===== src/rtl/assist_pkg.sv =====
// Shared types and defaults for the pedal-assist level controller.
package assist_pkg;

    typedef enum logic [1:0] {
        OFF  = 2'b00,
        LOW  = 2'b01,
        MED  = 2'b10,
        HIGH = 2'b11
    } assist_lvl_t;

    typedef enum logic [2:0] {
        IDLE,
        PRESS_DB,
        HELD,
        LONG,
        REL_DB
    } press_state_t;

    localparam int unsigned TICK_CYC_DEF   = 50000;
    localparam int unsigned DB_TICKS_DEF   = 8;
    localparam int unsigned LONG_TICKS_DEF = 1000;
    localparam int unsigned RAMP_TICKS_DEF = 20;

    function automatic logic [2:0] lvl2scale(input assist_lvl_t lvl);
        logic [2:0] s;
        case (lvl)
            OFF:     s = 3'd0;
            LOW:     s = 3'd3;
            MED:     s = 3'd5;
            HIGH:    s = 3'd7;
            default: s = 3'd0;
        endcase
        return s;
    endfunction

endpackage


===== src/rtl/pb_press_fsm.sv =====
// Mode pushbutton: synchronizer, tick-based debounce and short/long
// press detection with registered one-cycle event pulses.
module pb_press_fsm
    import assist_pkg::*;
#(
    parameter int unsigned DB_TICKS   = DB_TICKS_DEF,
    parameter int unsigned LONG_TICKS = LONG_TICKS_DEF
) (
    input  logic clk,
    input  logic rst_n,
    input  logic tick_i,
    input  logic btn_i,
    output logic short_evt_o,
    output logic long_evt_o
);

    localparam int unsigned CMAX =
        (LONG_TICKS > DB_TICKS) ? LONG_TICKS : DB_TICKS;
    localparam int unsigned CW = $clog2(CMAX + 1);
    localparam logic [CW-1:0] DB_LAST   = CW'(DB_TICKS - 1);
    localparam logic [CW-1:0] LONG_LAST = CW'(LONG_TICKS - 1);

    if (DB_TICKS == 0) begin : g_bad_db
        $error("DB_TICKS must be at least 1");
    end
    if (LONG_TICKS == 0) begin : g_bad_long
        $error("LONG_TICKS must be at least 1");
    end

    logic [1:0]   sync_q;
    logic         btn;
    press_state_t state_q, state_d;
    logic [CW-1:0] cnt_q, cnt_d;
    logic         short_q, short_d;
    logic         long_q, long_d;

    assign btn = sync_q[1];

    always_comb begin
        state_d = state_q;
        cnt_d   = cnt_q;
        short_d = 1'b0;
        long_d  = 1'b0;
        case (state_q)
            IDLE: begin
                if (btn) begin
                    state_d = PRESS_DB;
                    cnt_d   = '0;
                end
            end
            PRESS_DB: begin
                if (!btn) begin
                    state_d = IDLE;
                end else if (tick_i) begin
                    if (cnt_q == DB_LAST) begin
                        state_d = HELD;
                        cnt_d   = '0;
                    end else begin
                        cnt_d = cnt_q + 1'b1;
                    end
                end
            end
            HELD: begin
                if (!btn) begin
                    state_d = REL_DB;
                    cnt_d   = '0;
                    short_d = 1'b1;
                end else if (tick_i) begin
                    if (cnt_q == LONG_LAST) begin
                        state_d = LONG;
                        cnt_d   = '0;
                        long_d  = 1'b1;
                    end else begin
                        cnt_d = cnt_q + 1'b1;
                    end
                end
            end
            LONG: begin
                if (!btn) begin
                    state_d = REL_DB;
                    cnt_d   = '0;
                end
            end
            REL_DB: begin
                // any bounce back to pressed restarts the release window
                if (btn) begin
                    cnt_d = '0;
                end else if (tick_i) begin
                    if (cnt_q == DB_LAST) begin
                        state_d = IDLE;
                        cnt_d   = '0;
                    end else begin
                        cnt_d = cnt_q + 1'b1;
                    end
                end
            end
            default: begin
                state_d = IDLE;
                cnt_d   = '0;
            end
        endcase
    end

    always_ff @(posedge clk or negedge rst_n) begin
        if (!rst_n) begin
            sync_q  <= 2'b00;
            state_q <= IDLE;
            cnt_q   <= '0;
            short_q <= 1'b0;
            long_q  <= 1'b0;
        end else begin
            sync_q  <= {sync_q[0], btn_i};
            state_q <= state_d;
            cnt_q   <= cnt_d;
            short_q <= short_d;
            long_q  <= long_d;
        end
    end

    assign short_evt_o = short_q;
    assign long_evt_o  = long_q;

endmodule


===== src/rtl/assist_lvl_ctrl.sv =====
// Pedal-assist level controller: tick timebase, level/enable, brake gating.
// Define ASSIST_RAMP_EN for slew-limited upward torque scale.
module assist_lvl_ctrl
    import assist_pkg::*;
#(
    parameter int unsigned TICK_CYC   = TICK_CYC_DEF,
    parameter int unsigned DB_TICKS   = DB_TICKS_DEF,
    parameter int unsigned LONG_TICKS = LONG_TICKS_DEF,
    parameter int unsigned RAMP_TICKS = RAMP_TICKS_DEF
) (
    input  logic       clk,
    input  logic       rst_n,
    input  logic       tgglMd,
    input  logic       brake_n,
    output logic [1:0] setting,
    output logic       assist_en,
    output logic [2:0] scale,
    output logic       short_evt,
    output logic       long_evt
);

    localparam int unsigned TW = $clog2(TICK_CYC + 1);
    localparam logic [TW-1:0] TICK_LAST = TW'(TICK_CYC - 1);

    if (TICK_CYC == 0) begin : g_bad_tick
        $error("TICK_CYC must be at least 1");
    end
    if (RAMP_TICKS == 0) begin : g_bad_ramp
        $error("RAMP_TICKS must be at least 1");
    end

    logic [TW-1:0] tcnt_q, tcnt_d;
    logic          tick;

    assign tick   = (tcnt_q == TICK_LAST);
    assign tcnt_d = tick ? '0 : tcnt_q + 1'b1;

    pb_press_fsm #(
        .DB_TICKS   (DB_TICKS),
        .LONG_TICKS (LONG_TICKS)
    ) u_press (
        .clk         (clk),
        .rst_n       (rst_n),
        .tick_i      (tick),
        .btn_i       (tgglMd),
        .short_evt_o (short_evt),
        .long_evt_o  (long_evt)
    );

    assist_lvl_t set_q, set_d;
    logic        en_q, en_d;
    logic [1:0]  brk_q;
    logic        braking;
    logic [2:0]  target;
    logic [2:0]  scale_q, scale_d;

    always_comb begin
        set_d = set_q;
        en_d  = en_q;
        if (short_evt) begin
            if (en_q) begin
                set_d = assist_lvl_t'(set_q + 2'd1);
            end else begin
                en_d = 1'b1;
            end
        end
        if (long_evt) begin
            en_d = ~en_q;
        end
    end

    assign braking = ~brk_q[1];
    assign target  = (en_q && !braking) ? lvl2scale(set_q) : 3'd0;

`ifdef ASSIST_RAMP_EN
    localparam int unsigned RW = $clog2(RAMP_TICKS + 1);
    localparam logic [RW-1:0] RAMP_LAST = RW'(RAMP_TICKS - 1);

    logic [RW-1:0] ramp_q, ramp_d;

    // downward moves are immediate; only increases are paced by ticks
    always_comb begin
        scale_d = scale_q;
        ramp_d  = ramp_q;
        if (target <= scale_q) begin
            scale_d = target;
            ramp_d  = '0;
        end else if (tick) begin
            if (ramp_q == RAMP_LAST) begin
                scale_d = scale_q + 3'd1;
                ramp_d  = '0;
            end else begin
                ramp_d = ramp_q + 1'b1;
            end
        end
    end

    always_ff @(posedge clk or negedge rst_n) begin
        if (!rst_n) begin
            ramp_q <= '0;
        end else begin
            ramp_q <= ramp_d;
        end
    end
`else
    assign scale_d = target;
`endif

    always_ff @(posedge clk or negedge rst_n) begin
        if (!rst_n) begin
            tcnt_q  <= '0;
            set_q   <= MED;
            en_q    <= 1'b1;
            brk_q   <= 2'b11;
            scale_q <= 3'd0;
        end else begin
            tcnt_q  <= tcnt_d;
            set_q   <= set_d;
            en_q    <= en_d;
            brk_q   <= {brk_q[0], brake_n};
            scale_q <= scale_d;
        end
    end

    assign setting   = set_q;
    assign assist_en = en_q;
    assign scale     = scale_q;

endmodule


===== config.mk =====
export PLATFORM = sky130hd
export DESIGN_NAME = assist_lvl_ctrl
export DESIGN_NICKNAME = d
export VERILOG_FILES = /design/src/rtl/assist_pkg.sv /design/src/rtl/pb_press_fsm.sv /design/src/rtl/assist_lvl_ctrl.sv
export SDC_FILE = /design/constraint.sdc
export NUM_CORES = 1
export LEC_CHECK = 0
export CAP_MARGIN = 25
export CORE_AREA = 2 2 67 69
export DETAILED_ROUTE_END_ITERATION = 8
export DIE_AREA = 0 0 69 71
export PLACE_DENSITY = 0.81
export SLEW_MARGIN = 20
export SYNTH_ARGS = -nofsm -noshare
export SYNTH_HDL_FRONTEND = slang
export SYNTH_SLANG_ARGS = --single-unit

===== constraint.sdc =====
create_clock -name clk -period 2.95 [get_ports clk]
set_input_delay 0.885 -clock clk [delete_from_list [all_inputs] [get_ports clk]]
set_output_delay 0.885 -clock clk [all_outputs]
set_load 0.01 [all_outputs]

; Word-level counts from Yosys, hierarchy flattened
; Cells that the tools add are included.
; Widths: inputs -> output; s select.
[word_totals]
word_cells = 74
out_inout_bits = 8
reg_bits = 41
[classes]
eq_ne = 20
reduce_logical = 7
n_addsub = 3
bitwise = 1
muxes = 33
[ops]
columns = cell, n
row1 = $mux 10, 9
row2 = $pmux 10 s5, 1
row3 = $mux 3, 12
row4 = $add 16x1->16 const B, 1
row5 = $eq 16x16->1 const B, 1
row6 = $mux 16, 1
row7 = $pmux 3 s5, 1
row8 = $ne 3x3->1 const B, 4
row9 = $pmux 3 s4, 1
row10 = $add 10x1->10 const B, 1
row11 = $eq 10x10->1 const B, 1
row12 = $eq 10x3->1 const B, 1
row13 = $reduce_and 9->1, 1
row14 = $mux 1, 8
row15 = $eq 3x2->1 const B, 2
row16 = $ne 2x1->1 const B, 3
row17 = $ne 2x2->1 const B, 3
row18 = $eq 2x2->1 const B, 2
row19 = $reduce_and 4->1, 1
row20 = $eq 3x1->1 const B, 1
row21 = $eq 3x3->1 const B, 1
row22 = $logic_not 3->1, 1
row23 = $add 2x1->2 const B, 1
row24 = $eq 2x1->1 const B, 1
row25 = other kinds (5), 5

; Longest topological paths before layout
; Gate-level depths: netlist of the first run.
[depth]
word_depth = 5
depth_mapped = 8
ltp_nobuf = 6

; Hierarchy
; From an unflattened synthesis of the first run, not the netlist that was laid out.
[unflattened]
hier_cells = 216
hier_area_um2 = 2180.8
[modules_own_cells]
columns = module, cells_each, seq_area_each_um2, area_per_inst_um2, instances
row1 = pb_press_fsm, 123, 425.4, 1112.3, 1
row2 = assist_lvl_ctrl, 93, 605.6, 1068.5, 1

; Worst setup path after synthesis of the first run
; Ideal clock, no wire load.
[synth_path]
kind = register to register
startpoint = register u_press.cnt_q[0]
endpoint = register u_press.cnt_q[2]
period_less_slack_ps = 2036
arrival_ps = 1904
path_stages_with_launch = 8
path_slack_ps = 914
required_ps = 2818
n_path_buf = 1
cell_sequence = dfrtp_1 -> ha_1 -> or4bb_1 -> nor3_2 -> o21ai_0 -> clkbuf_1 -> a31oi_1 -> a31oi_1
[synth_between]
elab_chain_len = 5
[synth_lines]
columns = element, line_no
row1 = "start, declared", pb_press_fsm.sv:33  ; logic [CW-1:0] cnt_q, cnt_d;
row2 = "start signal, assigned", pb_press_fsm.sv:114  ; cnt_q <= cnt_d;
row3 = "$add 10x1->10, or another cell as far along", "pb_press_fsm.sv:59, pb_press_fsm.sv:74, pb_press_fsm.sv:93"
row4 = "$mux 10, on equally long branches", "pb_press_fsm.sv:55, pb_press_fsm.sv:89, pb_press_fsm.sv:69"
row5 = "$mux 10, on equally long branches", "pb_press_fsm.sv:54, pb_press_fsm.sv:68"
row6 = "$mux 10, on equally long branches", "pb_press_fsm.sv:86, pb_press_fsm.sv:64, pb_press_fsm.sv:52"
row7 = $pmux 10 s5 (*), pb_press_fsm.sv:44  ; case (state_q)
; Mark *: on every way between the ends. The rest lies on a longest branch, timed or not. The select of a mux whose other input is x is not followed.
; A chain may end at the register's enable or synchronous reset.

; Worst setup path after layout of the first run
[layout_path]
startpoint = register tcnt_q[7]
endpoint = register u_press.cnt_q[8]
[layout_between]
elab_chain_len = 4
[layout_lines]
columns = element, line_no
row1 = "start, declared", assist_lvl_ctrl.sv:32  ; logic [TW-1:0] tcnt_q, tcnt_d;
row2 = "start signal, assigned", assist_lvl_ctrl.sv:117  ; tcnt_q <= tcnt_d;
row3 = $eq 16x16->1 (*), assist_lvl_ctrl.sv:35  ; assign tick = (tcnt_q == TICK_LAST);
row4 = $mux 10, -
row5 = "$mux 10, on equally long branches", -
row6 = $pmux 10 s5, -
; Marks and branches as above.

==> metrics.txt, run 1 <==
post-DP HPWL=3.23 mm; outcome=finished clean; CP max-delay cell=or4b_4; gpl congestion=around 0.84; via count=approximately 1800; Tcrit/Tclk final=78.6%; Detail Route Antenna Nets=0; final-stage net count=264; asr flop ratio synth=100%; Die Span X=roughly 70 um; min Tclk post-route=around 2.3 ns; cell family with most CP delay=simple AND/OR/NAND/NOR gates; vias per inst=between 5 and 6; clock sinks=41; post-synthesis sequential area ratio=44.0%; Iter 0 DRT Violations=around 210; postcts setup bufs=0; maximum capacitance violations=0; Hold Fails Final Rpt=0; Synth Area per Inst=just under 10 sq um; share of layout cells above drive strength 1=roughly an eighth; Worst-Margin Slew=~0.9 ns; CTS max path bufs=2; Top-Level Pins=12; main flop type after synthesis=dfrtp_1; clock tree root buffer cell=clkbuf_8; Synth Cell Area=2340 sq um; num rows=24; Worst Hold Depth=0; gr usage total=20.9%; I/O Buffers=11; Reg-to-Reg End=u_press.cnt_q[8]; data required time at the worst endpoint=3.16 ns; max incr delay on CP=between 0.5 and 0.6 ns; Yosys reg bits=41; Final Max Tran Viols=0; Mapped Nets=253; Die H=71 um; Crit Path Class=flop to flop; Worst-Skew Late Latency=0.30 ns; hold_ws=0.366 ns; R2R depth=6; Post-synth EDFFs=0; Hold Path Class=flop to flop; PostCTS Resize Cnt=0; Buf+Inv Stages, Crit Path=1; Ant. Diodes=0; final std cell area, no fill=2590 sq um; Pwr Density=slightly above 700 nW/um^2; cells along the critical path=or4b_4 > nor4_4 > buf_4 > and2_2 > nand2_1 > o32ai_1; Post-Place Cell Area=about 2500 sq um; R2R Path Start=tcnt_q[7]; Slew HR=40.1%; CTS H-tree lvls=2; RSZ-0062 raised after global routing=no; Final Non-Filler Cells=307; vias in the first global route=1742; final setup fails=0; worst vdd rail ir drop=0.345 mV; Final TNS setup=0 ns; initial antenna violation count=0; first-pass GRT wire length=8.22 mm; Setup Skew=0.0123 ns; hold worst-path end=brk_q[1]; CTS Hold Bufs=0; R2R Setup Slk=0.63 ns; drt drc=0; CORE AREA=4200 sq um; drt total wl=between 4 and 5 mm; Reg clk slew, reported paths=approximately 0.09 ns; clock buffer count from CTS=5; Hold Crit Start=brk_q[0]; Placed Cells=298; synth warn=0; Initial DRT Pass Iterations=4; Layout area overhead=10.4%; Leakage Power=1.13 nW; Mapped Cells=243; CTS tree=built; total stage count of the critical path=6; Avg WL per Cell=15.1 um; largest net degree at the start of global routing=42; CP max FO=29; die area=just under 5000 sq um; Max Clock Freq=431 MHz; total gr overflow=0; Worst Path Arrival=2.53 ns; final core utilization=around three fifths; CP startpoint kind=flop; CP Capture Type=flop; initial core utilization=55.7%; distinct cell type count after synthesis=57
-- cell usage in the layout, fill, tap and decap left out, types with 4 or more instances in the layout --
cell             count
dfrtp_1             37
nor2_1              24
nand2_1             19
nand3_1             15
o21ai_0             15
a21oi_1             10
clkdlybuf4s50_1     10
xor2_1               9
inv_1                8
nor3_1               8
nand4_1              7
xnor2_1              7
ha_1                 6
clkbuf_8             6
a31oi_1              5
dfstp_2              4
buf_4                4
-- flip-flops by register name, indices dropped and copies added (netlist names) --
register / count
scale: 3
tcnt_q: 16
u_press.short_evt_o: 1
assist_en: 1
u_press.cnt_q: 10
setting: 2
brk_q: 2
u_press.sync_q: 2
u_press.state_q: 3
u_press.long_evt_o: 1
-- stage by stage --
step                      worst slack, ns  power (mW)
after floorplan                     0.914        1.15
after global placement              0.503        1.33
after detailed placement            0.430        1.35
after CTS                           0.413        1.84
after global routing                0.430        1.96
final                               0.632        1.83
-- cells in the mapped netlist (2+ instances only) --
cell / instances / share of area [%]
nor2b_1: 3 / 0.80
nor2_1: 24 / 3.8
o21a_1: 3 / 0.96
and4_1: 3 / 1.1
a21oi_1: 10 / 2.1
and3_1: 2 / 0.53
or4bb_1: 3 / 1.4
nand3b_1: 2 / 0.64
o211ai_1: 2 / 0.64
ha_1: 6 / 3.2
o2111ai_1: 2 / 0.75
o22ai_1: 3 / 0.80
a31oi_1: 5 / 1.3
buf_4: 3 / 0.96
xor2_1: 9 / 3.4
nand3_1: 15 / 3.2
o21ai_0: 15 / 3.2
or4_1: 2 / 0.64
inv_1: 8 / 1.3
a311oi_1: 2 / 0.75
nand2_1: 19 / 3.0
dfstp_2: 4 / 4.5
a21boi_0: 3 / 0.96
clkbuf_1: 5 / 0.80
buf_6: 2 / 0.96
nor3_1: 8 / 1.7
a211oi_1: 2 / 0.64
xnor2_1: 7 / 2.6
dfrtp_1: 37 / 40
nand4_1: 7 / 1.9
-- layer usage --
| metal | vias up | global-route usage (%) | part of all wire, % |
|---|---|---|---|
| met2 | 23 | 33.2 | 49 |
| li1 | 904 | - | - |
| met1 | 866 | 28.2 | 47 |
| met4 | 0 | 8.28 | 1.8 |
| met3 | 9 | 4.56 | 2.7 |
| met5 | - | 0 | 0 |
-- worst max-delay path by stage --
| stage | startpoint | to | slack [ns] |
|---|---|---|---|
| after detailed placement | u_press.cnt_q[0] | u_press.cnt_q[8] | 0.43 |
| after global placement | u_press.cnt_q[0] | u_press.cnt_q[8] | 0.50 |
| after CTS | u_press.cnt_q[0] | u_press.cnt_q[8] | 0.41 |
| after floorplan | u_press.cnt_q[0] | u_press.cnt_q[2] | 0.91 |
| final | tcnt_q[7] | u_press.cnt_q[8] | 0.63 |
| after global routing | tcnt_q[0] | u_press.cnt_q[8] | 0.43 |
-- cell type report --
cell class / instances / area, sq um
inverters: 8 / 30.0
multi-input cells: 182 / 1200
clock buffers: 6 / 82.6
well taps: 52 / 65.1
clock inverters: 2 / 37.5
repair buffers: 16 / 140
flip-flops and latches: 41 / 1030
fillers: 370 / 1620
-- kinds of logic (layout without fill, tap and decap cells) --
logic type               count (synthesis)  in the layout  share of synthesized area [%]
buffers and inverters                   20             32                           4.80
multiplexers                             2              2                          0.908
adder cells (fa/ha/maj)                  6              6                           3.20
AND/OR/NAND/NOR                        101            101                           24.1
XOR/XNOR                                16             16                           5.98
AO/OA/AOI/OAI                           57             57                           17.0
flip-flops                              41             41                           44.0
-- power breakdown --
group / internal, mW / leakage (nW) / switching (mW)
logic: 0.281 / 0.541 / 0.362
registers: 0.629 / 0.532 / 0.0789
clock network: 0.275 / 0.0574 / 0.206
total: 1.19 / 1.13 / 0.647
Note: power is estimated with default switching activity, not from simulation.
==> run 2: changes to the inputs <==
==> constraint.sdc (replaced) <==
create_clock -name clk -period 2.24 [get_ports clk]
set_input_delay 0.672 -clock clk [delete_from_list [all_inputs] [get_ports clk]]
set_output_delay 0.672 -clock clk [all_outputs]
set_load 0.01 [all_outputs]
==> run 2 against run 1 <==
Compared with the run above: flip-flop and latch count unchanged; via count up 8.9%; sequential share of layout area down 2.6 points; clock skew down 0.0020 ns; worst setup slack worse by 0.61 ns; first-iteration DRC count down 32%; clock-buffer cell count unchanged; critical path type unchanged; critical endpoint unchanged; largest cell class unchanged.
==> metrics.txt, run 2 (synthesis results as in run 1) <==
Reg clk slew, reported paths=0.08 ns (was 0.09 ns); CTS tree=built (unchanged); final-stage net count=281 (was 264); Worst Path Arrival=2.39 ns (was 2.53 ns); worst vdd rail ir drop=0.357 mV (was 0.345 mV); CP Capture Type=flop (unchanged); Avg WL per Cell=15.1 um (about the same); Max Clock Freq=450 MHz (was 431 MHz); Die H=71 um (unchanged); vias per inst=6.06 (was 5.87); CTS max path bufs=2 (unchanged); Initial DRT Pass Iterations=6 (was 4); commonest non-fill, non-tap cells in the layout=dfrtp_1 (36), nor2_1 (24), buf_4 (20), nand2_1 (19), nand3_1 (15) (was dfrtp_1 (37), nor2_1 (24), nand2_1 (19), nand3_1 (15), o21ai_0 (15)); Setup Skew=0.0102 ns (was 0.0123 ns); commonest non-fill, non-tap cell in the layout=dfrtp_1 (unchanged); data required time at the worst endpoint=2.41 ns (was 3.16 ns); initial core utilization=55.7% (unchanged); Worst-Margin Slew=0.575 ns (was 0.899 ns); Worst-Skew Late Latency=0.30 ns (about the same); Leakage Power=1.22 nW (was 1.13 nW); Top-Level Pins=12 (unchanged); CTS H-tree lvls=2 (unchanged); gr usage total=21.1% (was 20.9%); post-DP HPWL=3.42 mm (was 3.23 mm); CP startpoint kind=flop (unchanged); Slew HR=61.2% (was 40.1%); first-pass GRT wire length=8.31 mm (was 8.22 mm); Die Span X=69 um (unchanged); drt total wl=4.88 mm (was 4.64 mm); max FFs per register=16 (unchanged); initial antenna violation count=0 (unchanged); Hold Fails Final Rpt=0 (unchanged); die area=4900 sq um (unchanged); final setup fails=0 (unchanged); vias in the first global route=1826 (was 1742); total gr overflow=0 (unchanged); Pwr Density=868 nW/um^2 (was 708 nW/um^2); Layout area overhead=18.2% (was 10.4%); Tcrit/Tclk final=99.2% (was 78.6%); Power Total=2.40 mW (was 1.83 mW); Detail Route Antenna Nets=0 (unchanged); CORE AREA=4200 sq um (unchanged); outcome=finished clean (unchanged); num rows=24 (unchanged); drt drc=0 (unchanged); CTS Hold Bufs=0 (unchanged); share of layout cells above drive strength 1=19.1% (was 11.8%); setup ws final=0.0181 ns (was 0.632 ns); Hold Path Class=flop to flop (unchanged); largest registers=tcnt_q x16, u_press.cnt_q x10 (unchanged); maximum capacitance violations=0 (unchanged); gpl congestion=0.856 (was 0.840); min Tclk post-route=2.22 ns (was 2.32 ns); clock tree root buffer cell=clkbuf_8 (unchanged); clock buffer count from CTS=5 (unchanged); Final Max Tran Viols=0 (unchanged); Placement Setup Slack=0.105 ns (was 0.430 ns); Iter 0 DRT Violations=140 (was 207); Ant. Diodes=0 (unchanged); via count=1963 (was 1802); I/O Buffers=11 (unchanged); largest net degree at the start of global routing=42 (unchanged); Biggest register=tcnt_q (unchanged); clock sinks=41 (unchanged); CP max FO=11 (was 29); Crit Path Class=flop to flop (unchanged)
## run 2: layout make-up
cell class                 count  area [sq um]
inverter                       8          30.0
sequential                    41          1030
timing repair buffer          33           300
multi-input combinational    182          1230
tap                           52          65.1
clock inverter                 2          35.0
clock buffer                   6          72.6
fill                         318          1440
## run 2: path summary, 6_finish.rpt
path / startpoint / to / depth (start not counted) / slack (ns)
worst max-delay path: tcnt_q[5] / u_press.cnt_q[8] / 6 / 0.02
worst min-delay path: u_press.sync_q[0] / u_press.sync_q[1] / 0 / 0.35
worst max register to register: tcnt_q[5] / u_press.cnt_q[8] / 6 / 0.02
worst min register to register: u_press.sync_q[0] / u_press.sync_q[1] / 0 / 0.35
max in group asynchronous: rst_n / setting[1] / 2 / 1.45
min in group asynchronous: rst_n / u_press.cnt_q[8] / 2 / 0.42
## run 2: power breakdown
group	total (mW)	switching, mW	leakage [nW]	internal, mW
registers	0.945	0.117	0.530	0.829
logic	0.873	0.482	0.635	0.391
clock network	0.585	0.255	0.0552	0.331
total	2.40	0.854	1.22	1.55
## run 2: metrics by stage
stage | cells | cell area, sq um | utilization (%) | setup TNS, ns | hold slack [ns]
3_5_place_dp | 312 | 2580 | 61.3 | 0 | 0.337
4_1_cts | 320 | 2690 | 63.9 | 0 | 0.353
5_1_grt | 324 | 2770 | 65.9 | -0.0301 | 0.364
3_3_place_gp | 312 | 2580 | 61.3 | 0 | 0.334
6_report | 324 | 2770 | 65.9 | 0 | 0.349
2_1_floorplan | 243 | 2340 | - | 0 | 0.331
## run 2: repair_timing
item | in CTS | in global routing
setup endpoints to repair | 0 | 6
gates resized for setup | 0 | 9
buffers inserted | 0 | 3
## run 2: layer usage
metal | wire length [um] | vias to the layer above | GRT usage [%]
met4 | 60 | 0 | 8.06
met2 | 2510 | 44 | 35.1
met5 | 0 | - | 0
met1 | 2120 | 968 | 26.5
met3 | 194 | 6 | 5.56
li1 | - | 945 | -
## run 2: worst max-delay path, stage by stage (launching register included)
cell and delay [ns]:
dfrtp_1 0.39, or4bb_4 0.56, nor4_4 0.40, buf_12 0.18, a311oi_1 0.12, a211oi_1 0.30
o32ai_1 0.14
==> run 3: changes to the inputs <==
--- a/config.mk
+++ b/config.mk
@@ -6,10 +6,10 @@
 export NUM_CORES = 1
 export LEC_CHECK = 0
 export CAP_MARGIN = 25
-export CORE_AREA = 2 2 67 69
+export CORE_AREA = 2 2 82 84
 export DETAILED_ROUTE_END_ITERATION = 8
-export DIE_AREA = 0 0 69 71
-export PLACE_DENSITY = 0.81
+export DIE_AREA = 0 0 84 86
+export PLACE_DENSITY = 0.6
 export SLEW_MARGIN = 20
 export SYNTH_ARGS = -nofsm -noshare
 export SYNTH_HDL_FRONTEND = slang
==> run 3 against run 2 <==
Compared with the run above: sequential power is 1% lower; critical path type unchanged; worst setup slack improved by 0.077 ns; clock power rose by 4.3%; global-route usage down 7.2 points.
==> metrics.txt, run 3 (synthesis results as in run 1) <==
CTS H-tree lvls=2 (unchanged); vias in the first global route=1714 (was 1826); Ant. Diodes=0 (unchanged); CP Capture Type=flop (unchanged); final setup fails=0 (unchanged); initial antenna violation count=0 (unchanged); Max Clock Freq=466 MHz (was 450 MHz); gpl congestion=0.824 (was 0.856); max FFs per register=16 (unchanged); clock tree root buffer cell=clkbuf_8 (unchanged); clock buffer count from CTS=5 (unchanged); clock sinks=41 (unchanged); Reg clk slew, reported paths=0.09 ns (was 0.08 ns); total gr overflow=0 (unchanged); Placed Cells=337 (was 312); Slew HR=57.8% (was 61.2%); Initial DRT Pass Iterations=4 (was 6); final-stage net count=283 (was 281); Detail Route Antenna Nets=0 (unchanged); Setup Skew=0.00486 ns (was 0.0102 ns); largest registers=tcnt_q x16, u_press.cnt_q x10 (unchanged); largest net degree at the start of global routing=26 (was 42); Layout area overhead=20.4% (was 18.2%); setup ws final=0.0953 ns (was 0.0181 ns); Final Max Tran Viols=0 (unchanged); num rows=29 (was 24); CORE AREA=6280 sq um (was 4200 sq um); Worst-Margin Slew=0.627 ns (was 0.575 ns); max incr delay on CP=0.56 ns (about the same); vias per inst=5.42 (was 6.06); gr usage total=13.9% (was 21.1%); CP max FO=11 (unchanged); initial core utilization=37.3% (was 55.7%); Tcrit/Tclk final=95.7% (was 99.2%); Final Non-Filler Cells=351 (was 324); RSZ-0062 raised after global routing=yes; data required time at the worst endpoint=2.44 ns (was 2.41 ns); commonest non-fill, non-tap cell in the layout=dfrtp_1 (unchanged); Worst-Skew Late Latency=0.29 ns (was 0.30 ns); cells along the critical path=or4bb_4 > nor4_4 > buf_12 > o31a_4 > o211ai_4 > a221oi_2 (was or4bb_4 > nor4_4 > buf_12 > a311oi_1 > a211oi_1 > o32ai_1); via count=1901 (was 1963); maximum capacitance violations=0 (unchanged); CP max-delay cell=or4bb_4 (unchanged); Placement Setup Slack=0.0534 ns (was 0.105 ns); post-DP HPWL=3.43 mm (was 3.42 mm); min Tclk post-route=2.14 ns (was 2.22 ns); die area=7220 sq um (was 4900 sq um); Worst Path Arrival=2.35 ns (was 2.39 ns); Hold Fails Final Rpt=0 (unchanged); worst vdd rail ir drop=0.475 mV (was 0.357 mV); Hold Path Class=input pin to asynchronous set/reset pin (was flop to flop); CTS tree=built (unchanged); Pwr Density=859 nW/um^2 (was 868 nW/um^2); Leakage Power=1.24 nW (was 1.22 nW); Crit Path Class=flop to flop (unchanged); Die Span X=84 um (was 69 um); outcome=finished clean (unchanged); commonest non-fill, non-tap cells in the layout=dfrtp_1 (37), nor2_1 (24), buf_4 (21), nand2_1 (19) (was dfrtp_1 (36), nor2_1 (24), buf_4 (20), nand2_1 (19), nand3_1 (15)); drt drc=0 (unchanged); final core utilization=45.0% (was 65.9%); Die H=86 um (was 71 um); Final TNS setup=0 ns (unchanged); CTS Hold Bufs=0 (unchanged); Top-Level Pins=12 (unchanged); Iter 0 DRT Violations=102 (was 140); I/O Buffers=11 (unchanged); CP startpoint kind=flop (unchanged); Biggest register=tcnt_q (unchanged); first-pass GRT wire length=8.11 mm (was 8.31 mm); CTS max path bufs=2 (unchanged); Post-Place Cell Area=2620 sq um (was 2580 sq um); Avg WL per Cell=13.9 um (was 15.1 um); share of layout cells above drive strength 1=19.0% (was 19.1%); final std cell area, no fill=2820 sq um (was 2770 sq um); drt total wl=4.87 mm (was 4.88 mm)
## run 3: cell type report
class / instances / area, sq um
Tap cell: 77 / 96.3
Clock buffer: 5 / 68.8
Fill cell: 611 / 3450
Multi-Input combinational cell: 182 / 1220
Sequential cell: 41 / 1030
Clock inverter: 3 / 43.8
Inverter: 8 / 30.0
Timing Repair Buffer: 35 / 328
## run 3: layer usage
metal / GRT usage [%] / wire length, um / vias up
li1: - / - / 943
met1: 18.6 / 2310 / 919
met2: 23.1 / 2340 / 37
met3: 3.18 / 196 / 2
met4: 3.52 / 24 / 0
met5: 0 / 0 / -
## run 3: critical path, delay by kind of cell (launching register included)
family          cells  cell delay (ns)
simple gates        2             0.93
flops               1             0.40
compound gates      3             0.55
buf+inv             1             0.18
## run 3: worst paths after layout
kind | slack [ns] | end | depth (start not counted) | from
max | 0.1 | u_press.state_q[0] | 6 | tcnt_q[9]
min | 0.31 | u_press.state_q[1] | 1 | rst_n
max reg2reg | 0.1 | u_press.state_q[0] | 6 | tcnt_q[9]
min reg2reg | 0.36 | brk_q[1] | 0 | brk_q[0]
max in group asynchronous | 1.38 | brk_q[1] | 2 | rst_n
min in group clk | 0.36 | brk_q[1] | 0 | brk_q[0]
## run 3: power by group
part / internal [mW] / switching [mW]
Combinational: 0.398 / 0.483
Sequential: 0.828 / 0.106
Clock: 0.334 / 0.276
Total: 1.56 / 0.865
## run 3: through the flow
step / hold WS, ns / power, mW
6_report: 0.306 / 2.43
5_1_grt: 0.339 / 2.58
3_3_place_gp: 0.344 / 1.82
3_5_place_dp: 0.348 / 1.82
2_1_floorplan: 0.331 / 1.51
4_1_cts: 0.318 / 2.44
## run 3: timing repair
action | in CTS | in global routing
resized for setup | 0 | 5
setup endpoints to repair | 0 | 8
setup buffers | 0 | 5
